--- config.mk ---
export PLATFORM = sky130hd
export DESIGN_NAME = dff_pipe_flat
export DESIGN_NICKNAME = d
export VERILOG_FILES = /design/src/rtl/dff_pipe_if.sv /design/src/rtl/dff_pipe.sv /design/src/flat_wrapper.sv
export SDC_FILE = /design/constraint.sdc
export NUM_CORES = 1
export LEC_CHECK = 0
export BUFFER_PORTS_ARGS = -buffer_cell sky130_fd_sc_hd__buf_2
export CORE_MARGIN = 3
export CORE_UTILIZATION = 23
export CTS_CLUSTER_DIAMETER = 150
export CTS_CLUSTER_SIZE = 12
export DETAILED_ROUTE_END_ITERATION = 10
export HOLD_SLACK_MARGIN = 0.05
export SYNTH_ARGS = -nofsm -noshare
export SYNTH_HDL_FRONTEND = slang
export SYNTH_SLANG_ARGS = --single-unit
export TNS_END_PERCENT = 100
--- constraint.sdc ---
create_clock -name clk -period 2.3 [get_ports clk]
set_input_delay 0.23 -clock clk [delete_from_list [all_inputs] [get_ports clk]]
set_output_delay 0.23 -clock clk [all_outputs]
set_load 0.01 [all_outputs]
--- src/rtl/dff_pipe_if.sv ---
// Bus bundle for dff_pipe: advance/flush controls, stage-0 input, last-stage output and occupancy.
interface dff_pipe_if #(
  parameter int unsigned WIDTH = 8,
  parameter int unsigned DEPTH = 4
);
  localparam int unsigned OCC_W = $clog2(DEPTH + 1);

  logic             en;
  logic             clr;
  logic [WIDTH-1:0] d;
  logic             d_valid;
  logic [WIDTH-1:0] q;
  logic             q_valid;
  logic [OCC_W-1:0] occ;

  modport master (
    output en, clr, d, d_valid,
    input  q, q_valid, occ
  );

  modport slave (
    input  en, clr, d, d_valid,
    output q, q_valid, occ
  );
endinterface

--- src/rtl/dff_pipe.sv ---
// DEPTH-stage WIDTH-bit delay line with per-stage valid, advance enable, flush and occupancy count.
// Define DFF_PIPE_RST_DATA_EN to also load data stages with RST_VAL on reset.
module dff_pipe #(
  parameter int unsigned      WIDTH   = 8,
  parameter int unsigned      DEPTH   = 4,
  parameter logic [WIDTH-1:0] RST_VAL = '0
) (
  input  logic      clk,
  input  logic      reset,
  dff_pipe_if.slave pipe
);
  localparam int unsigned OCC_W = $clog2(DEPTH + 1);

  logic [DEPTH-1:0][WIDTH-1:0] data_q, data_d;
  logic [DEPTH-1:0]            vld_q, vld_d;
  logic [OCC_W-1:0]            occ_q, occ_d;

  // Next state: clr beats en; data is never touched by clr.
  always_comb begin
    data_d = data_q;
    vld_d  = vld_q;
    occ_d  = occ_q;
    if (pipe.clr) begin
      vld_d = '0;
      occ_d = '0;
    end else if (pipe.en) begin
      data_d[0] = pipe.d;
      vld_d[0]  = pipe.d_valid;
      for (int unsigned i = 1; i < DEPTH; i++) begin
        data_d[i] = data_q[i-1];
        vld_d[i]  = vld_q[i-1];
      end
      occ_d = occ_q + OCC_W'(pipe.d_valid) - OCC_W'(vld_q[DEPTH-1]);
    end
  end

  always_ff @(posedge clk) begin
    if (reset) begin
      vld_q <= '0;
      occ_q <= '0;
    end else begin
      vld_q <= vld_d;
      occ_q <= occ_d;
    end
  end

`ifdef DFF_PIPE_RST_DATA_EN
  always_ff @(posedge clk) begin
    if (reset) begin
      data_q <= {DEPTH{RST_VAL}};
    end else begin
      data_q <= data_d;
    end
  end
`else
  // Resetless data flops; RST_VAL only matters in the reset-data build.
  logic [WIDTH-1:0] unused_rst_val;
  assign unused_rst_val = RST_VAL;

  always_ff @(posedge clk) begin
    data_q <= data_d;
  end
`endif

  assign pipe.q       = data_q[DEPTH-1];
  assign pipe.q_valid = vld_q[DEPTH-1];
  assign pipe.occ     = occ_q;

endmodule

--- src/flat_wrapper.sv ---
// flat-port wrapper written by rule: the top's interface ports become plain ports
module dff_pipe_flat 
#(
  parameter int unsigned      WIDTH   = 8,
  parameter int unsigned      DEPTH   = 4,
  parameter logic [WIDTH-1:0] RST_VAL = '0
)
  (clk, reset, pipe_en, pipe_clr, pipe_d, pipe_d_valid, pipe_q, pipe_q_valid, pipe_occ);
  dff_pipe_if #(.WIDTH(WIDTH), .DEPTH(DEPTH)) pipe_i ();
  input  logic clk;
  input  logic reset;
  input wire logic [$bits(pipe_i.en)-1:0] pipe_en;
  input wire logic [$bits(pipe_i.clr)-1:0] pipe_clr;
  input wire logic [$bits(pipe_i.d)-1:0] pipe_d;
  input wire logic [$bits(pipe_i.d_valid)-1:0] pipe_d_valid;
  output wire logic [$bits(pipe_i.q)-1:0] pipe_q;
  output wire logic [$bits(pipe_i.q_valid)-1:0] pipe_q_valid;
  output wire logic [$bits(pipe_i.occ)-1:0] pipe_occ;
  assign pipe_i.en = pipe_en;
  assign pipe_i.clr = pipe_clr;
  assign pipe_i.d = pipe_d;
  assign pipe_i.d_valid = pipe_d_valid;
  assign pipe_q = pipe_i.q;
  assign pipe_q_valid = pipe_i.q_valid;
  assign pipe_occ = pipe_i.occ;
  dff_pipe #(.WIDTH(WIDTH), .DEPTH(DEPTH), .RST_VAL(RST_VAL)) u_core (.clk(clk), .reset(reset), .pipe(pipe_i));
endmodule
* Yosys cells after proc, flatten, opt, wreduce, memory -nomap -nowiden
Cells that the tools add are included.
Widths: inputs -> output; s select.
** Operators by class
- $add $sub $neg :: 2
- $mul :: 0
- Div/mod/pow operators :: 0
- Order comparisons :: 0
- Equality and inequality tests :: 0
- Shift operators :: 0
- Mux-type cells :: 0
- Bitwise logic cells :: 1
- Reduce and logical (&&, ||, !) cells :: 2
** Operators with widths (count)
- $add 3x1->3 :: 1
- $sub 3x1->3 :: 1
- $reduce_and 2->1 :: 1
- $reduce_or 2->1 :: 1
- $not 1->1 :: 1
** Word-level totals
- Bits in registers :: 39
- Latch bits :: 0
- RAM bits :: 0
- Memory bits (read-only) :: 0
- Bits of input ports :: 13
- Output and inout bits :: 12
- Logic and storage cells :: 11
- Memories kept :: 0

* Logic depth before layout (Yosys ltp)
- Depth in word-level cells :: 2
- Depth in mapped cells :: 9
- Depth with buffers taken out :: 9

* Worst setup path before layout
No wires, ideal clock.
- Path type :: flip-flop to flip-flop
- From :: reg u_core.occ_q[0], in the netlist u_core.pipe.occ[0]
- To :: reg u_core.occ_q[2], in the netlist u_core.pipe.occ[2]
- Setup time :: 0.116 ns
- Arrival :: 1.731 ns
- Required time :: 2.184 ns
- Path slack :: 0.453 ns
- Cell stages (with the launch flop) :: 10
- Path buffers :: 0
- Period minus slack after synthesis :: 1.847 ns
- Path through :: dfxtp_1 -> inv_1 -> ha_1 -> inv_1 -> ha_1 -> inv_1 -> fa_1 -> xor2_1 -> a211oi_2 -> a31o_1
** Between the ends
- Cells in the longest elaborated chain, start to end :: 2
** Ends and longest elaborated chain
- start, declared :: RTL line dff_pipe.sv:16 : logic [OCC_W-1:0] occ_q, occ_d;
- start signal, assigned :: RTL line dff_pipe.sv:40 : occ_q <= '0;
- start signal, assigned :: RTL line dff_pipe.sv:43 : occ_q <= occ_d;
- $add 3x1->3 :: RTL line dff_pipe.sv:33 : occ_d = occ_q + OCC_W'(pipe.d_valid) - OCC_W'(vld_q[DEPTH-1]);
- $sub 3x1->3 :: RTL line dff_pipe.sv:33
No other way between the ends.
A chain may end at the register's enable or synchronous reset.

* Worst setup path in the final report
Ends and elaborated chain as after synthesis.

==> results.py <==
metrics = {
    "global_route": {
        "use_met2": 0.0816,
        "grt_use_met1": 0.0570,
        "busiest_layer": "met2",
        "grt_pass1_wl_um": 2930,
        "met3_usage": 0.0327,
        "overflow": 0,
        "grt_start_max_net_pins": 33,
        "grt_antenna_before_repair": 0,
        "grt_pass1_vias": 661,
        "grt_use_total": 0.0569,
    },
    "detailed_routing": {
        "vias_per_cell": 3.64,
        "via_count": 616,
        "ant_nets": 0,
        "first_iter_violations": 35,
        "firstDrtPassIters": 4,
        "drc": 0,
        "wl_per_cell_um": 10.8,
        "finalWirelength_um": 1820,
    },
    "synth": {
        "ys_ff_latch": 39,
        "yosysTopAreaCell": "edfxtp_1",
        "synth_edf_count": 32,
        "synthTopCellsByArea": "edfxtp_1 70%, dfxtp_1 10%, buf_4 4.4%, mux2i_1 3.7%, nor2_1 1.9%",
        "avgSynthCellArea_um2": 18.4,
        "synth_fp_nets": 90,
        "synth_top_flop_cell": "edfxtp_1",
        "synth.distinct_cells": 16,
        "syn_inst": 74,
        "synth_most_common_cell": "edfxtp_1",
        "yosys_warnings": 0,
        "ys_seq_area_frac": 0.807,
        "synthesis.area_mm2": 0.00137,
        "synth_top_area_frac": 0.704,
        "async_flop_share": 0,
        "yosys-top-cells-count": "32 x edfxtp_1, 8 x buf_4, 7 x dfxtp_1, 7 x nor2_1, 5 x mux2i_1",
    },
    "clock_network": {
        "path_clk_slew_ns": 0.07,
        "post_cts_resized": 0,
        "holdBufCountCts": 0,
        "cts_buffers": 5,
        "htreeDepth": 2,
        "insertion_delay_ns": 0.28,
        "cts_setup_buffers": 0,
        "cts-root-buf": "clkbuf_8",
        "cts.path.max_buffers": 2,
        "clock-sinks": 39,
        "cts_tree": "built",
    },
    "placement": {
        "place_congestion": 0.657,
        "dpl_worst_slack_ns": 0.361,
        "place_hpwl_um": 1330,
        "port_buffers": 24,
    },
    "sta": {
        "fin_crit_ns": 1.92,
        "fin_crit_sh": 0.835,
        "rsz0062_at_grt": "false",
        "drv_slew": 0,
        "skew_ns": 0.00567,
        "hold_viol_final": 0,
        "setup_violations": 0,
        "maxSlewHeadroom": 0.751,
        "tightest_slew_ns": 0.373,
        "finalWorstSetupSlack_ns": 0.379,
        "fmaxAchievable_mhz": 521,
        "final.setup.tns_ns": 0,
    },
    "power": {
        "pwr-share-seq": 0.536,
        "p_sw_uw": 247,
        "ir_drop_mv": 0.332,
        "switching_share": 0.166,
        "p_leak_nw": 0.621,
        "pwr-share-clk": 0.432,
        "power.density_mw_per_mm2": 910,
        "comb_power_share": 0.032,
        "p_int_mw": 1.24,
    },
    "job": {
        "cap_violations": 0,
    },
    "worst_setup_path": {
        "cp_max_fo": 3,
        "critPathKind": "reg2reg",
        "crit_path_end_kind": "register",
        "cp.arrival_ns": 2.10,
        "required_ns": 2.48,
        "crit_path_start_kind": "register",
    },
    "floorplanning": {
        "fp.coreArea_mm2": 0.00564,
        "start_util": 0.242,
        "chipWidth_um": 83.0,
        "rows": 27,
        "die_h_um": 83.0,
        "io_pins": 25,
        "dieArea_mm2": 0.00690,
    },
    "final_layout": {
        "antenna_cells": 0,
        "post_route_cells_drive_above_1_share": 0.340,
        "areaGrowthSynthToFinish_pct": 20.1,
        "layout.nets": 112,
    },
    "status": {
        "status": "finished, final reports clean",
    },
    "hold_path": {
        "hp-class": "in2reg",
    },
}
==> per-layer routing <==
| metal | wire length [um] | vias to the layer above |
|---|---|---|
| li1 | - | 297 |
| met2 | 860 | 31 |
| met1 | 773 | 280 |
| met5 | 0 | - |
| met4 | 76 | 0 |
| met3 | 107 | 8 |
==> area by class of cell <==
| cell class | instances | area, um2 |
|---|---|---|
| fill | 554 | 4000 |
| sequential | 39 | 1100 |
| multi-input combinational | 21 | 173 |
| timing repair buffer | 25 | 128 |
| tap | 72 | 90.1 |
| clock buffer | 6 | 72.6 |
| clock inverter | 2 | 60.1 |
| inverter | 4 | 15.0 |
==> registers in the layout, indices dropped and copies added, names as in the netlist <==
name,count
u_core.data_q,24
u_core.vld_q,4
u_core.pipe.occ,3
u_core.pipe.q,8
==> stage by stage <==
stage	utilization	hold slack, ns	total power [mW]	instance area (um2)	std cells
after global placement	0.267	0.408	0.857	1510	161
after global routing	0.291	0.105	1.55	1640	169
final	0.291	0.126	1.49	1640	169
after detailed placement	0.267	0.405	0.864	1510	161
after floorplan	-	0.329	0.845	1370	74
after CTS	0.291	0.115	1.51	1640	169
==> placed cells by master (no fill, tap or decap) <==
cell	count
edfxtp_1	32
nor2_1	7
mux2i_1	5
clkbuf_8	5
buf_4	1
buf_2	24
and2b_1	1
dfxtp_1	7
xor2_1	1
bufinv_16	2
fa_1	1
clkbuf_1	1
or2_1	1
a211oi_2	1
a211oi_1	1
inv_1	4
ha_1	2
a31o_1	1
==> critical path, stage by stage (launching register included) <==
cell	delay (ns)
dfxtp_1	0.36
inv_1	0.05
ha_1	0.29
inv_1	0.06
ha_1	0.13
inv_1	0.05
fa_1	0.37
xor2_1	0.23
a211oi_2	0.10
a31o_1	0.18
==> logic make-up after synthesis <==
family	Yosys count	share of synthesized area
DFF	39	0.807
buffers and inverters	14	0.0669
and+or+nand+nor	9	0.0293
muxes	5	0.0367
AOI/OAI and AO/OA	3	0.0211
adders and majority gates	3	0.0330
xor gates and xnor gates	1	0.00642
==> path summary, 6_finish.rpt <==
path	startpoint	endpoint	depth (start not counted)	slack, ns
max	u_core.pipe.occ[0]$_SDFFE_PP0P_	u_core.pipe.occ[2]$_SDFFE_PP0P_	9	0.38
min	pipe_d[3]	u_core.data_q[3]$_DFFE_PP_	1	0.13
max reg2reg	u_core.pipe.occ[0]$_SDFFE_PP0P_	u_core.pipe.occ[2]$_SDFFE_PP0P_	9	0.38
min reg2reg	u_core.data_q[11]$_DFFE_PP_	u_core.data_q[19]$_DFFE_PP_	0	0.42
==> power by group through the flow <==
stage	registers [mW]	logic [mW]	clock network, mW
final	0.799	0.0482	0.644
after detailed placement	0.814	0.0491	0
after global placement	0.813	0.0447	0
after floorplan	0.813	0.0326	0
after CTS	0.799	0.0493	0.665
after global routing	0.800	0.0532	0.699
No activity file was read; power rests on OpenSTA's default activity.
